File: config.mk
export PLATFORM = sky130hd
export DESIGN_NAME = wrr_credit_arbiter_flat
export DESIGN_NICKNAME = d
export VERILOG_FILES = /design/src/rtl/arb_pkg.sv /design/src/rtl/wrr_credit_arbiter_if.sv /design/src/rtl/wrr_rr_picker.sv /design/src/rtl/wrr_credit_arbiter.sv /design/src/flat_wrapper.sv
export SDC_FILE = /design/constraint.sdc
export NUM_CORES = 1
export LEC_CHECK = 0
export CORE_ASPECT_RATIO = 1.4
export CORE_MARGIN = 3
export CORE_UTILIZATION = 60
export CTS_CLUSTER_SIZE = 16
export DETAILED_ROUTE_END_ITERATION = 6
export DONT_BUFFER_PORTS = 1
export MAX_ROUTING_LAYER = met4
export PLACE_DENSITY = 0.76
export SLEW_MARGIN = 5
export SYNTH_ARGS = -nofsm -noshare
export SYNTH_HDL_FRONTEND = slang
export SYNTH_SLANG_ARGS = --single-unit
File: constraint.sdc
create_clock -name clk -period 7.2 [get_ports clk]
set_input_delay 1.44 -clock clk [delete_from_list [all_inputs] [get_ports clk]]
set_output_delay 1.44 -clock clk [all_outputs]
set_load 0.005 [all_outputs]
File: src/rtl/arb_pkg.sv
// Shared types and helpers for the credit-based weighted round-robin arbiter
// and its reusable rotating-priority picker.
package arb_pkg;

   localparam int DEF_NUM_REQ  = 8;
   localparam int DEF_WEIGHT_W = 4;

   typedef logic [DEF_WEIGHT_W-1:0] weight_t;

   typedef enum logic {
      IDLE  = 1'b0,
      GRANT = 1'b1
   } arb_state_e;

   // OR-reduction of set-bit positions; exact for a one-hot input, 0 for zero.
   function automatic int onehot2idx(input logic [31:0] oh);
      int idx;
      idx = 0;
      for (int i = 0; i < 32; i++) begin
         if (oh[i]) idx = idx | i;
      end
      return idx;
   endfunction

endpackage

File: src/rtl/wrr_credit_arbiter_if.sv
// Request/grant/ack handshake bundle between the requesters, the shared target
// and the credit WRR arbiter (arbiter side uses the slave modport).
interface wrr_credit_arbiter_if
   import arb_pkg::*;
#(
   parameter int NUM_REQ = DEF_NUM_REQ
) ();

   logic [NUM_REQ-1:0]         req;
   logic                       ack;
   logic [NUM_REQ-1:0]         grant;
   logic                       grant_valid;
   logic [$clog2(NUM_REQ)-1:0] grant_idx;

   modport master (
      output req,
      output ack,
      input  grant,
      input  grant_valid,
      input  grant_idx
   );

   modport slave (
      input  req,
      input  ack,
      output grant,
      output grant_valid,
      output grant_idx
   );

endinterface

File: src/rtl/wrr_rr_picker.sv
// Combinational rotating-priority picker: first set bit of vec at or above ptr,
// wrapping modulo N, returned as one-hot plus binary index.
module wrr_rr_picker
   import arb_pkg::*;
#(
   parameter int N = DEF_NUM_REQ
) (
   input  logic [N-1:0]         vec,
   input  logic [$clog2(N)-1:0] ptr,
   output logic [N-1:0]         onehot,
   output logic [$clog2(N)-1:0] idx,
   output logic                 found
);

   localparam int IW = $clog2(N);

   function automatic int wrap_pos(input int p, input int k);
      int s;
      s = p + k;
      return (s >= N) ? (s - N) : s;
   endfunction

   always_comb begin
      onehot = '0;
      found  = 1'b0;
      for (int k = 0; k < N; k++) begin
         if (!found && vec[wrap_pos(int'(ptr), k)]) begin
            found                          = 1'b1;
            onehot[wrap_pos(int'(ptr), k)] = 1'b1;
         end
      end
   end

   assign idx = IW'(onehot2idx(32'(onehot)));

endmodule

File: src/rtl/wrr_credit_arbiter.sv
// Credit-counter weighted round-robin arbiter with registered one-hot grant and
// grant/ack handshake. Define WRR_CREDIT_ARBITER_STATS_EN to add grant_cnt.
module wrr_credit_arbiter
   import arb_pkg::*;
#(
   parameter int NUM_REQ      = DEF_NUM_REQ,
   parameter int WEIGHT_W     = DEF_WEIGHT_W,
   parameter int RESET_WEIGHT = 1
) (
   input  logic                             clk,
   input  logic                             reset,
   input  logic [NUM_REQ-1:0][WEIGHT_W-1:0] weight,
   input  logic                             weight_load,
`ifdef WRR_CREDIT_ARBITER_STATS_EN
   output logic [NUM_REQ-1:0][15:0]         grant_cnt,
`endif
   wrr_credit_arbiter_if.slave              bus
);

   localparam int IW = $clog2(NUM_REQ);

   typedef logic [WEIGHT_W-1:0] credit_t;
   localparam credit_t RST_W = credit_t'(RESET_WEIGHT);

   arb_state_e            state, state_n;
   credit_t [NUM_REQ-1:0] weight_q, weight_n;
   credit_t [NUM_REQ-1:0] credit, credit_b, credit_n;
   logic [IW-1:0]         ptr, ptr_b;
   logic [NUM_REQ-1:0]    grant_q, grant_n;
   logic                  gv_q, gv_n;
   logic [IW-1:0]         gidx_q, gidx_n;

   logic                  accept;
   logic [NUM_REQ-1:0]    live_n, elig_n, cand;
   logic [NUM_REQ-1:0]    pick_oh;
   logic [IW-1:0]         pick_idx;
   logic                  pick_found;

   assign accept = (state == GRANT) && bus.ack;

   // Post-transfer view of weights, credits and pointer; the next pick sees this.
   always_comb begin
      weight_n = weight_load ? weight : weight_q;
      credit_b = credit;
      ptr_b    = ptr;
      if (weight_load) begin
         credit_b = weight;
      end else if (accept && (credit[gidx_q] != '0)) begin
         credit_b[gidx_q] = credit[gidx_q] - credit_t'(1);
         if (credit_b[gidx_q] == '0)
            ptr_b = (gidx_q == IW'(NUM_REQ - 1)) ? '0 : gidx_q + IW'(1);
         else
            ptr_b = gidx_q;
      end
      for (int i = 0; i < NUM_REQ; i++) begin
         live_n[i] = bus.req[i] && (weight_n[i] != '0);
         elig_n[i] = live_n[i] && (credit_b[i] != '0);
      end
      cand = (elig_n != '0) ? elig_n : live_n;
   end

   wrr_rr_picker #(
      .N (NUM_REQ)
   ) u_picker (
      .vec    (cand),
      .ptr    (ptr_b),
      .onehot (pick_oh),
      .idx    (pick_idx),
      .found  (pick_found)
   );

   always_comb begin
      logic take_pick;
      logic hold;
      take_pick = 1'b0;
      hold      = 1'b0;
      state_n   = IDLE;
      grant_n   = '0;
      gv_n      = 1'b0;
      gidx_n    = '0;
      credit_n  = credit_b;
      case (state)
         IDLE:    take_pick = pick_found;
         GRANT: begin
            if (!bus.ack && live_n[gidx_q]) hold = 1'b1;
            else                            take_pick = pick_found;
         end
         default: ;
      endcase
      if (hold) begin
         state_n = GRANT;
         grant_n = grant_q;
         gv_n    = 1'b1;
         gidx_n  = gidx_q;
      end else if (take_pick) begin
         state_n = GRANT;
         grant_n = pick_oh;
         gv_n    = 1'b1;
         gidx_n  = pick_idx;
         // Round exhausted: refill from weights in the same cycle, no bubble.
         if (elig_n == '0) credit_n = weight_n;
      end
   end

   always_ff @(posedge clk or negedge reset) begin
      if (!reset) begin
         state    <= IDLE;
         ptr      <= '0;
         grant_q  <= '0;
         gv_q     <= 1'b0;
         gidx_q   <= '0;
         weight_q <= {NUM_REQ{RST_W}};
         credit   <= {NUM_REQ{RST_W}};
      end else begin
         state    <= state_n;
         ptr      <= ptr_b;
         grant_q  <= grant_n;
         gv_q     <= gv_n;
         gidx_q   <= gidx_n;
         weight_q <= weight_n;
         credit   <= credit_n;
      end
   end

   assign bus.grant       = grant_q;
   assign bus.grant_valid = gv_q;
   assign bus.grant_idx   = gidx_q;

`ifdef WRR_CREDIT_ARBITER_STATS_EN
   always_ff @(posedge clk or negedge reset) begin
      if (!reset) begin
         grant_cnt <= '0;
      end else if (weight_load) begin
         grant_cnt <= '0;
      end else if (accept && (grant_cnt[gidx_q] != 16'hFFFF)) begin
         grant_cnt[gidx_q] <= grant_cnt[gidx_q] + 16'd1;
      end
   end
`endif

   a_grant_onehot: assert property (@(posedge clk) disable iff (!reset)
      $onehot0(grant_q));
   a_valid_match: assert property (@(posedge clk) disable iff (!reset)
      gv_q == (grant_q != '0));
   a_idx_match: assert property (@(posedge clk) disable iff (!reset)
      !gv_q || grant_q[gidx_q]);

endmodule

File: src/flat_wrapper.sv
// flat-port wrapper written by rule: the top's interface ports become plain ports
module wrr_credit_arbiter_flat import arb_pkg::*;
#(
   parameter int NUM_REQ      = DEF_NUM_REQ,
   parameter int WEIGHT_W     = DEF_WEIGHT_W,
   parameter int RESET_WEIGHT = 1
)
  (clk, reset, weight, weight_load, bus_req, bus_ack, bus_grant, bus_grant_valid, bus_grant_idx);
  wrr_credit_arbiter_if #(.NUM_REQ(NUM_REQ)) bus_i ();
  input  logic clk;
  input  logic reset;
  input  logic [NUM_REQ-1:0][WEIGHT_W-1:0] weight;
  input  logic weight_load;
  input wire logic [$bits(bus_i.req)-1:0] bus_req;
  input wire logic [$bits(bus_i.ack)-1:0] bus_ack;
  output wire logic [$bits(bus_i.grant)-1:0] bus_grant;
  output wire logic [$bits(bus_i.grant_valid)-1:0] bus_grant_valid;
  output wire logic [$bits(bus_i.grant_idx)-1:0] bus_grant_idx;
  assign bus_i.req = bus_req;
  assign bus_i.ack = bus_ack;
  assign bus_grant = bus_i.grant;
  assign bus_grant_valid = bus_i.grant_valid;
  assign bus_grant_idx = bus_i.grant_idx;
  wrr_credit_arbiter #(.NUM_REQ(NUM_REQ), .WEIGHT_W(WEIGHT_W), .RESET_WEIGHT(RESET_WEIGHT)) u_core (.clk(clk), .reset(reset), .weight(weight), .weight_load(weight_load), .bus(bus_i));
endmodule
==> flow_summary.toml, run 1 <==
[setup_path]
setup.worst_path.start = "u_core.bus.grant_idx[1]"
path_class = "flip-flop to flip-flop"
startpoint_type = "flip-flop"
critPathSlowestCell = "dfrtp_2"
max_stage_delay_ns = 0.54
path_cells = "mux2_2 > a32oi_1 > o211ai_1 > inv_1 > ha_1 > buf_4 > nand2_1 > buf_4 > o21ai_1 > mux2i_1 > o2111ai_1 > a22oi_2 > nand2_1 > o41a_1 > a211o_1 > a32oi_4 > a2111oi_4 > a31oi_1 > a32o_1 > o311ai_1 > a311o_2 > o32a_1"
cp_max_fo = 16
r2r-start = "u_core.bus.grant_idx[1]"
path_delay_family = "compound AO/OA/AOI/OAI gates"
cp_data_arrival_time_ns = 7.13
critical_path_buf_inv_count = 3
worstSetupEndpointType = "flip-flop"
critPathRequiredTime_ns = 7.42

[worst_hold_path]
min_path_type = "flip-flop to flip-flop"
min-delay-start = "u_core.weight_q[3]"

[clocking]
postCtsSetupRepairBufs = 0
insertion_delay_ns = 0.35
numCtsBuffers = 9
clk_pin_slew_ns = 0.06
postCtsHoldBufs = 0
htreeDepth = 3
tritoncts = "built"
cts_resized = 0
clkSinkCount = 79
clockRootBuffer = "clkbuf_16"
clockBufferDepth = 2

[power]
peakVddDrop_mv = 0.447
cellPowerDensity_nw_per_um2 = 531
p_leak_nw = 3.03

[synthesis]
ys_warn_count = 0
synthFlopType = "dfrtp_1"
seq_area_frac_synth_pct = 29.8
synth_edf_count = 0
ys_ff_latch = 79
mappedNetlistArea_um2 = 6710
synth_async_sr_flop_share_pct = 100
syn_inst = 777
syn_area_per_cell_um2 = 8.63
syn_nets = 832
yosysUniqueCellTypes = 97

[timing]
drv_slew = 0
tightest_slew_ns = 1.05
skew_ns = 0.0111
max-slew-margin-rel_pct = 28.9
report.final.setup_viol = 0
hold_violations = 0
period_needed_ns = 6.90
hold_ws_ns = 0.506
fin_crit_sh_pct = 95.8
max_freq_mhz = 145
tns_ns = 0
grt_setup_unrepaired = "false"

[place]
hpwl_um = 18000
gp_congestion = 1.11
dpl.cell_count = 912
io_buffers = 0

[die]
coreArea_um2 = 10900
ios = 56
rows = 45
chipWidth_um = 95.4
start_util_pct = 61.7
dieHeight_um = 131
die_area_um2 = 12500

[grt]
grt_first_pass_wirelength_um = 37300
grt_overflow = 0
grt_start_max_net_pins = 84
grt_pass1_vias = 6749
grt_use_total_pct = 40.1
antenna_found_initial = 0

[detailed_routing]
via_count = 6784
drc_errors = 0
avgRoutedWirePerCell_um = 25.8
routed_wl_um = 23900
antenna_left = 0
first_pass_iters = 6
drt_iter0_markers = 598
routed_via_density = 7.31

[run_status]
status = "finished clean"

[cells_and_area]
antennaDiodeCount = 0
layout_commonest_cell = "nand2_1"
syn_to_final_growth_pct = 9.05
finalNetCount = 837
fillers = 899
stdcell_count = 928
layout-drive-gt1-share_pct = 18.2
layout_common_cells = "nand2_1, dfrtp_1, nor2_1"

[job]
max-cap-violations = 0
[where the power goes]
group	switching, mW	internal (mW)
clock network	0.202	0.308
registers	0.101	0.554
logic	1.72	1.00
total	2.02	1.86
[area by class of cell]
type,count,area (µm²),area share (%)
Clock inverter,7,104,1.42
Timing Repair Buffer,45,350,4.79
Multi-Input combinational cell,604,4300,58.8
Sequential cell,79,2000,27.3
Tap cell,141,176,2.41
Inverter,43,161,2.21
Clock buffer,9,225,3.08
[per-stage QoR]
step	worst slack (ns)	instance area [µm²]	util [%]	total power, mW
global route	0.0768	7310	67.3	4.06
finish	0.299	7310	67.3	3.88
CTS	0.282	7310	67.2	3.78
floorplan	0.655	6710	-	2.46
detailed placement	0.371	6980	64.2	3.26
global placement	0.366	6980	64.2	3.25
[per-layer routing]
metal,wire (µm),part of all wire (%),track usage (%),up-vias
li1,-,-,-,2959
met3,1680,7.0,8.53,172
met4,2390,10,30.7,0
met5,0,0,-,-
met2,11800,49,64.8,408
met1,8020,34,41.3,3245
[worst paths after layout]
check	to	slack (ns)	cells past startpoint
hold reg to reg	u_core.weight_q[3]	0.51	2
max in group asynchronous	u_core.weight_q[16]	6.20	0
setup / recovery	u_core.bus.grant_idx[0]	0.30	22
hold / removal	u_core.weight_q[3]	0.51	2
setup reg to reg	u_core.bus.grant_idx[0]	0.30	22
min in group asynchronous	u_core.credit[13]	0.78	0
[cell usage after synthesis (12+ instances only)]
cell type / number / area, µm²
nand2_1: 81 / 304
dfrtp_1: 63 / 1580
nor2_1: 61 / 229
inv_1: 41 / 154
mux2i_1: 41 / 410
o21ai_0: 39 / 195
a21oi_1: 37 / 185
nand3_1: 25 / 125
mux2_2: 22 / 248
clkbuf_1: 21 / 78.8
buf_2: 18 / 90.1
dfstp_2: 16 / 420
nor3_1: 16 / 80.1
a31oi_1: 14 / 87.6
and3_1: 12 / 75.1
[kinds of logic after synthesis]
logic type | after synthesis | synth area share, %
simple gates | 260 | 19.9
compound gates | 259 | 29.8
buf+inv | 94 | 6.38
flops | 79 | 29.8
mux | 69 | 11.4
fa+ha+maj | 11 | 2.05
xor+xnor | 5 | 0.765
[state kept, by name (all words and copies together), names as in the netlist]
register              flops
u_core.bus.grant_idx      3
u_core.ptr                3
u_core.state              1
u_core.credit            32
u_core.weight_q          32
u_core.bus.grant          8
[worst register-to-register path: cells and delay by family, from the launching register on]
kind | cells | cell delay, ns
buffers and inverters | 3 | 0.59
AND/OR/NAND/NOR | 2 | 0.49
multiplexers | 2 | 0.71
flip-flops | 1 | 0.54
adder cells (fa/ha/maj) | 1 | 0.19
AO/OA/AOI/OAI | 14 | 4.27
(Power assumes the default switching activity.)
==> run 2, diff against run 1 <==
==> constraint.sdc (replaced) <==
create_clock -name clk -period 6.7 [get_ports clk]
set_input_delay 1.34 -clock clk [delete_from_list [all_inputs] [get_ports clk]]
set_output_delay 1.34 -clock clk [all_outputs]
set_load 0.005 [all_outputs]
==> run 2 against run 1 <==
Compared with the run above:
- worst setup slack lost 0.066 ns
- final area grew 1.3%
- total power grew 8.8%
- sequential power grew 8.9%
- core utilization grew 0.90 points
- non-clock buffer count grew 8
- global-route usage grew 0.15 points
- critical path type unchanged
- largest cell class unchanged
==> flow_summary.toml, run 2 (synthesized netlist as in run 1, its figures left out) <==
[clocking]
numCtsBuffers = 9
clockBufferDepth = 2
insertion_delay_ns = 0.35
tritoncts = "built"
htreeDepth = 3
postCtsHoldBufs = 0
clockRootBuffer = "clkbuf_16"
clk_pin_slew_ns = 0.06
clkSinkCount = 79

[setup_path]
cp_data_arrival_time_ns = 6.70
cp_max_fo = 8
startpoint_type = "flip-flop"
worstSetupEndpointType = "flip-flop"
cp_num_cells = 22
path_cells = "mux2_2 > a32oi_1 > o211ai_1 > inv_1 > ha_1 > clkinv_1 > nor2_4 > nand2_1 > a211oi_2 > o2111ai_2 > a211oi_4 > buf_4 > a41oi_1 > or2_2 > o211a_1 > a2111oi_4 > a211oi_1 > nand3_1 > a32o_1 > o311ai_1 > a311o_2 > o32a_1"
critPathSlowestCell = "dfrtp_1"
rr_worst_depth = 22
setup.worst_path.start = "u_core.bus.grant_idx[1]"
path_delay_family = "compound AO/OA/AOI/OAI gates"
max_stage_delay_ns = 0.53
critical_path_buf_inv_count = 3
r2r-start = "u_core.bus.grant_idx[1]"
critPathRequiredTime_ns = 6.93
worstReg2RegEnd = "u_core.bus.grant_idx[0]"
crit_end = "u_core.bus.grant_idx[0]"
path_class = "flip-flop to flip-flop"
reg2reg_slack_ns = 0.23

[timing]
max_freq_mhz = 155
fin_crit_sh_pct = 96.5
drv_slew = 0
hold_violations = 0
max-slew-margin-rel_pct = 35.5
report.final.setup_viol = 0
skew_ns = 0.00969
tns_ns = 0
period_needed_ns = 6.47
tightest_slew_ns = 0.955
fin_ws_ns = 0.234

[die]
start_util_pct = 61.7
dieHeight_um = 131
chipWidth_um = 95.4
coreArea_um2 = 10900
rows = 45
ios = 56
die_area_um2 = 12500

[power]
p_leak_nw = 3.07
peakVddDrop_mv = 0.607
cellPowerDensity_nw_per_um2 = 570

[detailed_routing]
via_count = 6849
routed_wl_um = 24400
routed_via_density = 7.31
antenna_left = 0
drt_iter0_markers = 767
drc_errors = 0
avgRoutedWirePerCell_um = 26.0
first_pass_iters = 5

[worst_hold_path]
min_path_type = "flip-flop to flip-flop"

[place]
dpl.cell_count = 920
hpwl_um = 18400
place_ws_ns = 0.113
post_dp_cell_area_um2 = 7040
io_buffers = 0
gp_congestion = 1.08

[cells_and_area]
fillers = 888
layout-drive-gt1-share_pct = 20.0
regArea_um2 = 2000
layout_common_cells = "nand2_1, dfrtp_1, nor2_1"
layout_commonest_cell = "nand2_1"
multiInputGateArea_um2 = 4330
stdcell_count = 937
finalNetCount = 845
syn_to_final_growth_pct = 10.5
design_area_um2 = 7410
final_util_pct = 68.2

[run_status]
status = "finished clean"

[grt]
antenna_found_initial = 1
grt_pass1_vias = 6789
grt_use_total_pct = 40.2
grt_overflow = 0
grt_first_pass_wirelength_um = 37200
grt_start_max_net_pins = 84

[job]
max-cap-violations = 0
-- run 2: report_power, final --
part           switching, mW  leakage (nW)  total (mW)  internal [mW]
Combinational           1.85          2.00        2.96           1.11
Sequential             0.117         0.915       0.713          0.595
Clock                  0.222         0.155       0.554          0.332
Total                   2.19          3.07        4.23           2.04
-- run 2: worst register-to-register path, stage by stage, from the launching register on --
cell and delay (ns):
dfrtp_1 0.53, mux2_2 0.40, a32oi_1 0.15, o211ai_1 0.19, inv_1 0.19, ha_1 0.22, clkinv_1 0.20, nor2_4 0.32
nand2_1 0.31, a211oi_2 0.34, o2111ai_2 0.25, a211oi_4 0.32, buf_4 0.18, a41oi_1 0.16, or2_2 0.36, o211a_1 0.18
a2111oi_4 0.44, a211oi_1 0.21, nand3_1 0.22, a32o_1 0.25, o311ai_1 0.18, a311o_2 0.41, o32a_1 0.34
-- run 2: metal layers --
layer  track usage (%)  vias up  wire length [µm]
li1                  -     2967                 -
met1              40.9     3327              8080
met2              67.1      403             12500
met3              8.25      152              1670
met4              28.3        0              2150
met5                 -        -                 0
-- run 2: worst min-delay path by stage --
stage                          end                start  slack, ns  depth (start not counted)
2_1_floorplan   u_core.weight_q[3]   u_core.weight_q[3]       0.46                          2
3_3_place_gp   u_core.weight_q[31]  u_core.weight_q[31]       0.50                          2
3_5_place_dp    u_core.weight_q[1]   u_core.weight_q[1]       0.51                          2
4_1_cts         u_core.weight_q[1]   u_core.weight_q[1]       0.53                          2
5_1_grt        u_core.weight_q[19]  u_core.weight_q[19]       0.55                          1
6_report        u_core.weight_q[1]   u_core.weight_q[1]       0.53                          2
-- run 2: timing repair --
| action | CTS | global route |
|---|---|---|
| resized for setup | 0 | 10 |
| setup buffers | 0 | 0 |
| endpoints found under the setup margin | 0 | 43 |
-- run 2: final cells by class --
type,count,share of cell area [%]
antenna,1,0.0338
clock buffer,9,3.04
clock inverter,7,1.40
inverter,43,2.18
multi-input combinational,604,58.5
sequential,79,27.0
tap,141,2.38
timing repair buffer,53,5.54
-- run 2: metrics by stage --
| stage | hold WS [ns] | power (mW) |
|---|---|---|
| global placement | 0.496 | 3.52 |
| floorplan | 0.457 | 2.65 |
| detailed placement | 0.511 | 3.55 |
| CTS | 0.528 | 4.11 |
| global route | 0.553 | 4.40 |
| finish | 0.526 | 4.23 |
==> run 3, diff against run 2 <==
--- a/config.mk
+++ b/config.mk
@@ -5,6 +5,7 @@
 export SDC_FILE = /design/constraint.sdc
 export NUM_CORES = 1
 export LEC_CHECK = 0
+export ABC_AREA = 1
 export CORE_ASPECT_RATIO = 1.4
 export CORE_MARGIN = 3
 export CORE_UTILIZATION = 60
==> run 3 against run 2 <==
Compared with the run above:
- non-clock buffer count decreased by 47
- total power decreased by 8.0%
- register-to-register slack improved by 0.31 ns
- combinational power decreased by 11%
- worst hold slack got worse by 0.040 ns
- count of clock-buffer cells in the layout increased by 1
- core utilization decreased by 2.2 points
- sequential power decreased by 5.6%
- sequential cell count unchanged
- die area decreased by 5.1%
- the run now ends with design-rule violations left
- maximum frequency increased by 5.0%
- sequential share of layout area increased by 3.0 points
==> flow_summary.toml, run 3 <==
[cells_and_area]
fillers = 908
syn_to_final_growth_pct = 5.26
layout-drive-gt1-share_pct = 8.47
finalNetCount = 1018
layout_common_cells = "nand2_1, nand3_1, nor2_1"
layout_commonest_cell = "nand2_1"

[grt]
grt_first_pass_wirelength_um = 32800
grt_overflow = 0
antenna_found_initial = 1
grt_use_total_pct = 36.2
grt_pass1_vias = 6845
grt_start_max_net_pins = 80

[clocking]
clockBufferDepth = 2
insertion_delay_ns = 0.35
clockRootBuffer = "clkbuf_16"
clkSinkCount = 79
clk_pin_slew_ns = 0.06
numCtsBuffers = 9
tritoncts = "built"
htreeDepth = 3
postCtsHoldBufs = 0

[timing]
tns_ns = 0
hold_violations = 0
report.final.setup_viol = 0
skew_ns = 0.00872
fin_crit_sh_pct = 91.9
max_freq_mhz = 162
period_needed_ns = 6.16
max-slew-margin-rel_pct = 36.4
grt_setup_unrepaired = "false"
hold_ws_ns = 0.486
tightest_slew_ns = 0.948
drv_slew = 0

[detailed_routing]
drt_iter0_markers = 704
drc_errors = 2
routed_via_density = 6.22
antenna_left = 0
avgRoutedWirePerCell_um = 18.5
routed_wl_um = 20400
via_count = 6862
first_pass_iters = 7

[synthesis]
synth_edf_count = 0
synth_async_sr_flop_share_pct = 100
syn_inst = 985
syn_area_per_cell_um2 = 6.44
mappedNetlistArea_um2 = 6350
synthTopCellsByCount = "nand2_1, nand3_1, nor2_1"
ys_ff_latch = 79
ys_warn_count = 0
seq_area_frac_synth_pct = 31.5
yosysUniqueCellTypes = 47
synth_area_leaders = "dfrtp_1, nand2_1, nand3_1, nor2_1, dfstp_2"
yosysTopAreaCell = "dfrtp_1"
syn_nets = 1040
synth_top_area_share_pct = 24.8
post-synth-top-count-cell = "nand2_1"
synthFlopType = "dfrtp_1"

[setup_path]
critPathSlowestCell = "dfrtp_1"
critPathRequiredTime_ns = 6.96
crit_path_frequent_cell = "nand2_1"
path_delay_family = "simple AND/OR/NAND/NOR gates"
cp_max_fo = 36
path_class = "flip-flop to flip-flop"
max_stage_delay_ns = 0.64
critical_path_buf_inv_count = 5
startpoint_type = "flip-flop"
worstSetupEndpointType = "flip-flop"
cp_data_arrival_time_ns = 6.41

[run_status]
violations = "design-rule violations"
status = "finished with violations"

[place]
hpwl_um = 14700
io_buffers = 0
gp_congestion = 0.986

[die]
chipWidth_um = 92.9
rows = 43
ios = 56
coreArea_um2 = 10100
die_area_um2 = 11900
start_util_pct = 62.7
dieHeight_um = 128

[power]
peakVddDrop_mv = 0.302
cellPowerDensity_nw_per_um2 = 582
p_leak_nw = 3.43

[worst_hold_path]
min_path_type = "flip-flop to flip-flop"

[job]
max-cap-violations = 0
run 3: changes by cell type after synthesis, moves of 11 or more:
cell | previous run | this run
nand4_1 | 7 | 20
a31oi_1 | 14 | 0
o21ai_0 | 39 | 28
mux2_2 | 22 | 0
a21boi_0 | 11 | 0
mux2i_1 | 41 | 0
nand2_1 | 81 | 306
nor2_1 | 61 | 123
and3_1 | 12 | 0
nand3_1 | 25 | 141
inv_1 | 41 | 96
run 3: logic make-up (layout without fill, tap and decap cells):
family | count (synthesis) | in the layout | synth area share, %
XOR/XNOR | 2 | 2 | 0.572
flip-flops | 79 | 79 | 31.5
other | 0 | 1 | 0
adder cells (fa/ha/maj) | 11 | 11 | 2.17
AO/OA/AOI/OAI | 103 | 104 | 9.98
buffers and inverters | 146 | 128 | 10.3
AND/OR/NAND/NOR | 644 | 644 | 45.5
run 3: worst register-to-register path: cells and delay by family, from the launching register on:
family                     cells  cell delay [ns]
and+or+nand+nor               20             2.95
DFF                            1             0.64
AOI/OAI and AO/OA              2             0.48
adders and majority gates      2             0.83
buffers and inverters          5             1.17
run 3: cell type report:
| class | count | area [µm²] | area share, % |
|---|---|---|---|
| Clock buffer | 10 | 229 | 3.43 |
| Antenna cell | 1 | 2.50 | 0.0375 |
| Inverter | 106 | 407 | 6.09 |
| Timing Repair Buffer | 6 | 45.0 | 0.674 |
| Tap cell | 135 | 169 | 2.53 |
| Clock inverter | 6 | 118 | 1.76 |
| Sequential cell | 79 | 2000 | 29.9 |
| Multi-Input combinational cell | 761 | 3710 | 55.6 |
run 3: final timing paths:
check | depth (start not counted) | endpoint | from | slack [ns]
min in group asynchronous | 0 | u_core.weight_q[23] | reset | 0.69
worst max-delay path | 29 | u_core.credit[18] | u_core.bus.grant_idx[2] | 0.54
worst min-delay path | 2 | u_core.weight_q[6] | u_core.weight_q[6] | 0.49
max in group asynchronous | 0 | u_core.credit[0] | reset | 5.81
worst min register to register | 2 | u_core.weight_q[6] | u_core.weight_q[6] | 0.49
worst max register to register | 29 | u_core.credit[18] | u_core.bus.grant_idx[2] | 0.54
run 3: per-layer routing:
layer / track usage [%] / part of all wire (%)
met5: - / 0
met3: 6.87 / 7.9
met1: 36.3 / 34
met4: 30.7 / 9.3
met2: 60.0 / 49
run 3: stage by stage:
step / util (%) / setup WS, ns / power [mW] / instance area, µm² / instances
2_1_floorplan: - / 1.87 / 2.65 / 6350 / 985
3_3_place_gp: 62.4 / 0.595 / 3.17 / 6310 / 1086
3_5_place_dp: 62.4 / 0.484 / 3.19 / 6310 / 1086
4_1_cts: 65.8 / 0.393 / 3.78 / 6650 / 1102
5_1_grt: 66.0 / 0.113 / 4.17 / 6680 / 1104
6_report: 66.0 / 0.544 / 3.89 / 6680 / 1104
run 3: what timing repair did:
item,4_1_cts,5_1_grt
gates resized for setup,0,5
endpoints found under the setup margin,0,22
setup buffers,0,0
run 3: report_power, final:
part           switching [mW]  internal (mW)  leakage, nW
clock network           0.208          0.367        0.165
logic                    1.93          0.709         2.33
registers              0.0762          0.597        0.942
total                    2.21           1.67         3.43
